===== src/rtl/alu_pkg.sv =====
`default_nettype none
// ============================================================
// alu_pkg : shared opcode encodings, data width and operand bundle
// Rev 1.0
// ============================================================
package alu_pkg;

   localparam int DATA_W = 32;

   localparam logic [3:0] ADD     = 4'h0;
   localparam logic [3:0] NEGA    = 4'h1;
   localparam logic [3:0] AND     = 4'h2;
   localparam logic [3:0] OR      = 4'h3;
   localparam logic [3:0] XOR     = 4'h4;
   localparam logic [3:0] INVA    = 4'h5;
   localparam logic [3:0] SELAB   = 4'h6;
   localparam logic [3:0] SELBA   = 4'h7;
   localparam logic [3:0] SUB     = 4'h8;
   localparam logic [3:0] ALTB    = 4'h9;
   localparam logic [3:0] ALTEB   = 4'hA;
   localparam logic [3:0] AGTB    = 4'hB;
   localparam logic [3:0] AGTEB   = 4'hC;
   localparam logic [3:0] AEQB    = 4'hD;
   localparam logic [3:0] ANEQB   = 4'hE;
   localparam logic [3:0] SELXORB = 4'hF;

   typedef struct packed {
      logic [DATA_W-1:0] a;
      logic [DATA_W-1:0] b;
      logic [3:0]        inst;
      logic              sel;
   } alu_op_t;

endpackage
`default_nettype wire


===== src/rtl/alu_fu_pipe_if.sv =====
`default_nettype none
// ============================================================
// alu_fu_pipe_if : issue/response handshake bundle for alu_fu_pipe
// Rev 1.0
// ============================================================
interface alu_fu_pipe_if #(
   parameter int TAG_W = 4
);
   logic                       in_valid;
   logic                       in_ready;
   logic [alu_pkg::DATA_W-1:0] in_a;
   logic [alu_pkg::DATA_W-1:0] in_b;
   logic [3:0]                 in_inst;
   logic                       in_sel;
   logic [TAG_W-1:0]           in_tag;
   logic                       out_valid;
   logic                       out_ready;
   logic [alu_pkg::DATA_W-1:0] out_z;
   logic                       out_zero;
   logic                       out_ovf;
   logic [TAG_W-1:0]           out_tag;
   logic                       busy;

   modport master (
      output in_valid, in_a, in_b, in_inst, in_sel, in_tag, out_ready,
      input  in_ready, out_valid, out_z, out_zero, out_ovf, out_tag, busy
   );

   modport slave (
      input  in_valid, in_a, in_b, in_inst, in_sel, in_tag, out_ready,
      output in_ready, out_valid, out_z, out_zero, out_ovf, out_tag, busy
   );
endinterface
`default_nettype wire


===== src/rtl/Alu.sv =====
`default_nettype none
// ============================================================
// Alu : combinational 32-bit ALU, 16 opcodes, signed compares
// Rev 1.0
// ============================================================
module Alu
   import alu_pkg::*;
(
   input  wire logic [DATA_W-1:0] a,
   input  wire logic [DATA_W-1:0] b,
   input  wire logic [3:0]        inst,
   input  wire logic              sel,
   output logic      [DATA_W-1:0] z
);
   logic lt;
   logic eq;

   assign lt = $signed(a) < $signed(b);
   assign eq = (a == b);

   // Compare opcodes return a single flag bit in Z[0]
   always_comb begin
      z = '0;
      case (inst)
         ADD:     z = a + b;
         NEGA:    z = '0 - a;
         AND:     z = a & b;
         OR:      z = a | b;
         XOR:     z = a ^ b;
         INVA:    z = ~a;
         SELAB:   z = sel ? b : a;
         SELBA:   z = sel ? a : b;
         SUB:     z = a - b;
         ALTB:    z = {{(DATA_W-1){1'b0}}, lt};
         ALTEB:   z = {{(DATA_W-1){1'b0}}, lt | eq};
         AGTB:    z = {{(DATA_W-1){1'b0}}, ~(lt | eq)};
         AGTEB:   z = {{(DATA_W-1){1'b0}}, ~lt};
         AEQB:    z = {{(DATA_W-1){1'b0}}, eq};
         ANEQB:   z = {{(DATA_W-1){1'b0}}, ~eq};
         SELXORB: z = {{(DATA_W-1){1'b0}}, sel ^ b[0]};
         default: z = '0;
      endcase
   end
endmodule
`default_nettype wire


===== src/rtl/alu_fu_pipe.sv =====
`default_nettype none
// ============================================================
// alu_fu_pipe : two-stage valid/ready functional unit around Alu
// Rev 1.0
// ============================================================
module alu_fu_pipe
   import alu_pkg::*;
#(
   parameter int TAG_W = 4
) (
   input  wire logic    clk,
   input  wire logic    rst,
   alu_fu_pipe_if.slave bus
);
   logic              s1_valid_q, s1_valid_d;
   alu_op_t           s1_op_q,    s1_op_d;
   logic [TAG_W-1:0]  s1_tag_q,   s1_tag_d;
   logic              s2_valid_q, s2_valid_d;
   logic [DATA_W-1:0] s2_z_q,     s2_z_d;
   logic              s2_zero_q,  s2_zero_d;
   logic              s2_ovf_q,   s2_ovf_d;
   logic [TAG_W-1:0]  s2_tag_q,   s2_tag_d;

   logic              s1_adv;
   logic              in_ready;
   logic              accept;
   logic              s2_load;
   logic [DATA_W-1:0] alu_z;
   logic              z_ovf;

   Alu alu_core (
      .a    (s1_op_q.a),
      .b    (s1_op_q.b),
      .inst (s1_op_q.inst),
      .sel  (s1_op_q.sel),
      .z    (alu_z)
   );

   always_comb begin
      z_ovf = 1'b0;
      case (s1_op_q.inst)
         ADD:     z_ovf = (s1_op_q.a[DATA_W-1] == s1_op_q.b[DATA_W-1]) &&
                          (alu_z[DATA_W-1] != s1_op_q.a[DATA_W-1]);
         SUB:     z_ovf = (s1_op_q.a[DATA_W-1] != s1_op_q.b[DATA_W-1]) &&
                          (alu_z[DATA_W-1] != s1_op_q.a[DATA_W-1]);
         NEGA:    z_ovf = (s1_op_q.a == {1'b1, {(DATA_W-1){1'b0}}});
         default: z_ovf = 1'b0;
      endcase
   end

   // in_ready is combinational through out_ready so a full pipe can drain and refill in one cycle
   assign s1_adv   = !s2_valid_q || bus.out_ready;
   assign in_ready = !s1_valid_q || s1_adv;
   assign accept   = bus.in_valid && in_ready;
   assign s2_load  = s1_valid_q && s1_adv;

   always_comb begin
      s1_valid_d = s1_valid_q;
      s1_op_d    = s1_op_q;
      s1_tag_d   = s1_tag_q;
      s2_valid_d = s2_valid_q;
      s2_z_d     = s2_z_q;
      s2_zero_d  = s2_zero_q;
      s2_ovf_d   = s2_ovf_q;
      s2_tag_d   = s2_tag_q;

      if (accept) begin
         s1_valid_d   = 1'b1;
         s1_op_d.a    = bus.in_a;
         s1_op_d.b    = bus.in_b;
         s1_op_d.inst = bus.in_inst;
         s1_op_d.sel  = bus.in_sel;
         s1_tag_d     = bus.in_tag;
      end else if (s2_load) begin
         s1_valid_d = 1'b0;
      end

      if (s2_load) begin
         s2_valid_d = 1'b1;
         s2_z_d     = alu_z;
         s2_zero_d  = (alu_z == '0);
         s2_ovf_d   = z_ovf;
         s2_tag_d   = s1_tag_q;
      end else if (bus.out_ready) begin
         s2_valid_d = 1'b0;
      end
   end

   always_ff @(posedge clk or posedge rst) begin
      if (rst) begin
         s1_valid_q <= 1'b0;
         s1_op_q    <= '0;
         s1_tag_q   <= '0;
         s2_valid_q <= 1'b0;
         s2_z_q     <= '0;
         s2_zero_q  <= 1'b0;
         s2_ovf_q   <= 1'b0;
         s2_tag_q   <= '0;
      end else begin
         s1_valid_q <= s1_valid_d;
         s1_op_q    <= s1_op_d;
         s1_tag_q   <= s1_tag_d;
         s2_valid_q <= s2_valid_d;
         s2_z_q     <= s2_z_d;
         s2_zero_q  <= s2_zero_d;
         s2_ovf_q   <= s2_ovf_d;
         s2_tag_q   <= s2_tag_d;
      end
   end

   assign bus.in_ready  = in_ready;
   assign bus.out_valid = s2_valid_q;
   assign bus.out_z     = s2_z_q;
   assign bus.out_zero  = s2_zero_q;
   assign bus.out_ovf   = s2_ovf_q;
   assign bus.out_tag   = s2_tag_q;
   assign bus.busy      = s1_valid_q || s2_valid_q;
endmodule
`default_nettype wire


===== src/flat_wrapper.sv =====
// flat-port wrapper written by rule: the top's interface ports become plain ports
module alu_fu_pipe_flat import alu_pkg::*;
#(
   parameter int TAG_W = 4
)
  (clk, rst, bus_in_valid, bus_in_a, bus_in_b, bus_in_inst, bus_in_sel, bus_in_tag, bus_out_ready, bus_in_ready, bus_out_valid, bus_out_z, bus_out_zero, bus_out_ovf, bus_out_tag, bus_busy);
  alu_fu_pipe_if #(.TAG_W(TAG_W)) bus_i ();
  input  wire logic clk;
  input  wire logic rst;
  input wire logic [$bits(bus_i.in_valid)-1:0] bus_in_valid;
  input wire logic [$bits(bus_i.in_a)-1:0] bus_in_a;
  input wire logic [$bits(bus_i.in_b)-1:0] bus_in_b;
  input wire logic [$bits(bus_i.in_inst)-1:0] bus_in_inst;
  input wire logic [$bits(bus_i.in_sel)-1:0] bus_in_sel;
  input wire logic [$bits(bus_i.in_tag)-1:0] bus_in_tag;
  input wire logic [$bits(bus_i.out_ready)-1:0] bus_out_ready;
  output wire logic [$bits(bus_i.in_ready)-1:0] bus_in_ready;
  output wire logic [$bits(bus_i.out_valid)-1:0] bus_out_valid;
  output wire logic [$bits(bus_i.out_z)-1:0] bus_out_z;
  output wire logic [$bits(bus_i.out_zero)-1:0] bus_out_zero;
  output wire logic [$bits(bus_i.out_ovf)-1:0] bus_out_ovf;
  output wire logic [$bits(bus_i.out_tag)-1:0] bus_out_tag;
  output wire logic [$bits(bus_i.busy)-1:0] bus_busy;
  assign bus_i.in_valid = bus_in_valid;
  assign bus_i.in_a = bus_in_a;
  assign bus_i.in_b = bus_in_b;
  assign bus_i.in_inst = bus_in_inst;
  assign bus_i.in_sel = bus_in_sel;
  assign bus_i.in_tag = bus_in_tag;
  assign bus_i.out_ready = bus_out_ready;
  assign bus_in_ready = bus_i.in_ready;
  assign bus_out_valid = bus_i.out_valid;
  assign bus_out_z = bus_i.out_z;
  assign bus_out_zero = bus_i.out_zero;
  assign bus_out_ovf = bus_i.out_ovf;
  assign bus_out_tag = bus_i.out_tag;
  assign bus_busy = bus_i.busy;
  alu_fu_pipe #(.TAG_W(TAG_W)) u_core (.clk(clk), .rst(rst), .bus(bus_i));
endmodule

===== config.mk =====
export PLATFORM = sky130hd
export DESIGN_NAME = alu_fu_pipe_flat
export DESIGN_NICKNAME = d
export VERILOG_FILES = /design/src/rtl/alu_pkg.sv /design/src/rtl/alu_fu_pipe_if.sv /design/src/rtl/Alu.sv /design/src/rtl/alu_fu_pipe.sv /design/src/flat_wrapper.sv
export SDC_FILE = /design/constraint.sdc
export NUM_CORES = 1
export LEC_CHECK = 0
export CAP_MARGIN = 20
export CORE_ASPECT_RATIO = 0.6
export CORE_MARGIN = 2
export CORE_UTILIZATION = 35
export CTS_CLUSTER_DIAMETER = 150
export CTS_CLUSTER_SIZE = 25
export DETAILED_ROUTE_END_ITERATION = 7
export PLACE_DENSITY = 0.58
export SYNTH_ARGS = -nofsm -noshare
export SYNTH_HDL_FRONTEND = slang
export SYNTH_SLANG_ARGS = --single-unit
export TNS_END_PERCENT = 30

===== constraint.sdc =====
create_clock -name clk -period 4.2 [get_ports clk]
set_input_delay 0.84 -clock clk [delete_from_list [all_inputs] [get_ports clk]]
set_output_delay 0.84 -clock clk [all_outputs]
set_load 0.05 [all_outputs]

==> results.cfg <==
[global_routing]
grt_pass1_wl_mm = 80.6
globalRouteOverflowTotal = 0
grt_max_degree = 64
track_usage = 0.319
antenna_found_initial = 0
grt_pass1_vias = 11996

[route]
drc = 0
first_pass_iters = 7
ant_nets = 0
wire_per_inst_microns = 26.1
routed_wl_mm = 55.8
via_per_inst = 6.07
vias = 12960
drt_iter0_drc = 1973

[min_path]
hold_class = reg2reg

[logic_synthesis]
synth_cell_types = 93
ys.flop_type = dfrtp_1
synth_fp_nets = 1597
syn_area_sq_um = 11600
yosysSeqAreaShare = 0.243
synth_area_per_cell_sq_um = 8.19
ys_warn_count = 0
netlist_instances = 1421
yosysTopAreaCellShare = 0.243
ys_async_sr_fraction = 1.00
synth_top_area_cell = dfrtp_1
synth-edff-count = 0
synthTopCellsByCount = nand2_1 (115), dfrtp_1 (113), nor2_1 (110)
yosys_register_bits = 113
synth.area.top_cells = dfrtp_1 (24%), ha_1 (10%), mux2_2 (8.6%)
synth.most_common_cell = nand2_1

[power_and_ir_drop]
clkPwrFrac = 0.204
ir_drop_mv = 0.297
netSwitchingFraction = 0.478
p_per_area_nw_per_um2 = 546
p_comb_frac = 0.613
p_switching_w = 0.00399
seqPwrFrac = 0.184
p_int_w = 0.00435
p_leak_nw = 6.50

[cts]
cts_buffer_depth = 2
htree_levels = 4
cts_setup_buffers = 0
cts_resized = 0
root_buffer = clkbuf_16
clkTransAtPathRegs_ps = 60
cts_sinks = 113
holdBufCountCts = 0
tritoncts = done
clk_latency_ps = 450
cts_buffers = 17

[sta]
setup_viol = 0
fin_crit_ps = 4100
fin_skew_ps = 15.4
worst_pin_slew_ps = 1030
grt_setup_unrepaired = true
final_hold_viol_count = 0
relSlewSlack = 0.314
setup-tns-final_ps = 0
fmax_mhz = 244
fin_crit_sh = 0.976
finalMaxSlewViolations = 0

[worst_setup_path]
slowest_delay_ps = 560
critical_path.slowest_cell = a2111oi_0
cp_max_fo = 11
cp-end-kind = flop
crit_type = reg2reg
required_ps = 4550
crit_arrival_ps = 4450
crit_chain = buf_4 -> inv_1 -> buf_4 -> nand3_1 -> o21ai_0 -> a2111oi_0 -> o21ai_0 -> a211o_1 -> or4_4 -> nor4_2 -> nand4_1 -> o31ai_1
critPathLaunchType = flop

[finish]
syn_to_final_growth_pct = 31.3
multi_input_area_sq_um = 8100
seq_area_sq_um = 2830
drive_gt1_frac = 0.228
num-fill-cells = 3215
instances_no_fill = 2134
nets = 1846

[job]
max_cap_viol_count = 0

[run_status]
status = finished, final reports clean

[die]
chipHeight_microns = 145
design.core.area_sq_um = 32600
initial_core_util = 0.357
rows = 51
die_w_microns = 239
io_pins = 118
dieArea_sq_um = 34800

[placed_design]
dpl.hpwl_mm = 44.9
gp_congestion = 1.06
dp.cells = 2101
portBuffers = 117
## registers in the layout, indices dropped and copies added (netlist names)
name	flops
u_core.bus.out_ovf	1
u_core.bus.out_tag	4
u_core.bus.out_valid	1
u_core.bus.out_z	32
u_core.bus.out_zero	1
u_core.s1_op_q	69
u_core.s1_tag_q	4
u_core.s1_valid_q	1
## worst max-delay path: cells and delay by family, from the launching register on
| family | cells | cell delay (ps) |
|---|---|---|
| compound gates | 5 | 1720 |
| simple gates | 4 | 1270 |
| flops | 1 | 550 |
| buf+inv | 3 | 460 |
## per-stage QoR
stage               hold slack (ps)  utilization  total power [W]  cell area [sq um]  setup WS (ps)
floorplan                       475            -          0.00433              11600            334
detailed placement              471        0.446          0.00641              14500            109
finish                          477        0.469          0.00834              15300           99.4
global route                    514        0.469          0.00872              15300          -65.2
CTS                             484        0.467          0.00814              15200           82.2
global placement                462        0.446          0.00640              14500           65.5
## power groups by stage
stage                     Clock (W)  Sequential, W  Combinational, W
after floorplan                   0        0.00204           0.00229
after global placement            0        0.00154           0.00486
after detailed placement          0        0.00155           0.00486
after CTS                   0.00173        0.00153           0.00488
after global routing        0.00178        0.00157           0.00538
final                       0.00170        0.00153           0.00511
## area by class of cell
cell class | instances | share of cell area
multi-input cells | 1118 | 0.530
well taps | 450 | 0.0368
flip-flops and latches | 113 | 0.185
diodes | 1 | 0.000164
repair buffers | 324 | 0.181
clock inverters | 12 | 0.0133
clock buffers | 20 | 0.0305
inverters | 96 | 0.0237
## kinds of logic after synthesis
| logic type | after synthesis | synth area share |
|---|---|---|
| buf+inv | 190 | 0.0698 |
| simple gates | 460 | 0.203 |
| compound gates | 433 | 0.262 |
| fa+ha+maj | 99 | 0.108 |
| xor+xnor | 27 | 0.0203 |
| mux | 99 | 0.0947 |
| flops | 113 | 0.243 |
## layer usage
metal	track usage	routed length, microns
met1	0.503	27100
met2	0.368	19100
met3	0.161	9000
met4	0.0547	522
met5	0	0
## final timing paths
kind	start	endpoint	slack, ps	cells after the start
worst max-delay path	u_core.s1_op_q[3]	u_core.bus.out_zero	100	12
worst min-delay path	u_core.bus.out_z[18]	u_core.bus.out_z[18]	480	2
worst max register to register	u_core.s1_op_q[3]	u_core.bus.out_zero	100	12
worst min register to register	u_core.bus.out_z[18]	u_core.bus.out_z[18]	480	2
max in group asynchronous	rst	u_core.bus.out_tag[0]	2550	3
min in group asynchronous	rst	u_core.s1_op_q[7]	840	2
## placed cells by master, fill, tap and decap left out, drive strengths merged, types with 18 or more instances in the layout
master and instances:
a211oi 19, a21oi 88, a221oi 19, buf 207, clkbuf 20, clkdlybuf4s50 117, dfrtp 113, ha 97
inv 96, mux2 89, nand2 115, nand2b 23, nand3 30, nand4 18, nor2 110, nor2b 18
nor3 43, nor4 23, o211ai 27, o21ai 77, xnor2 22
No activity file was read; power rests on OpenSTA's default activity.
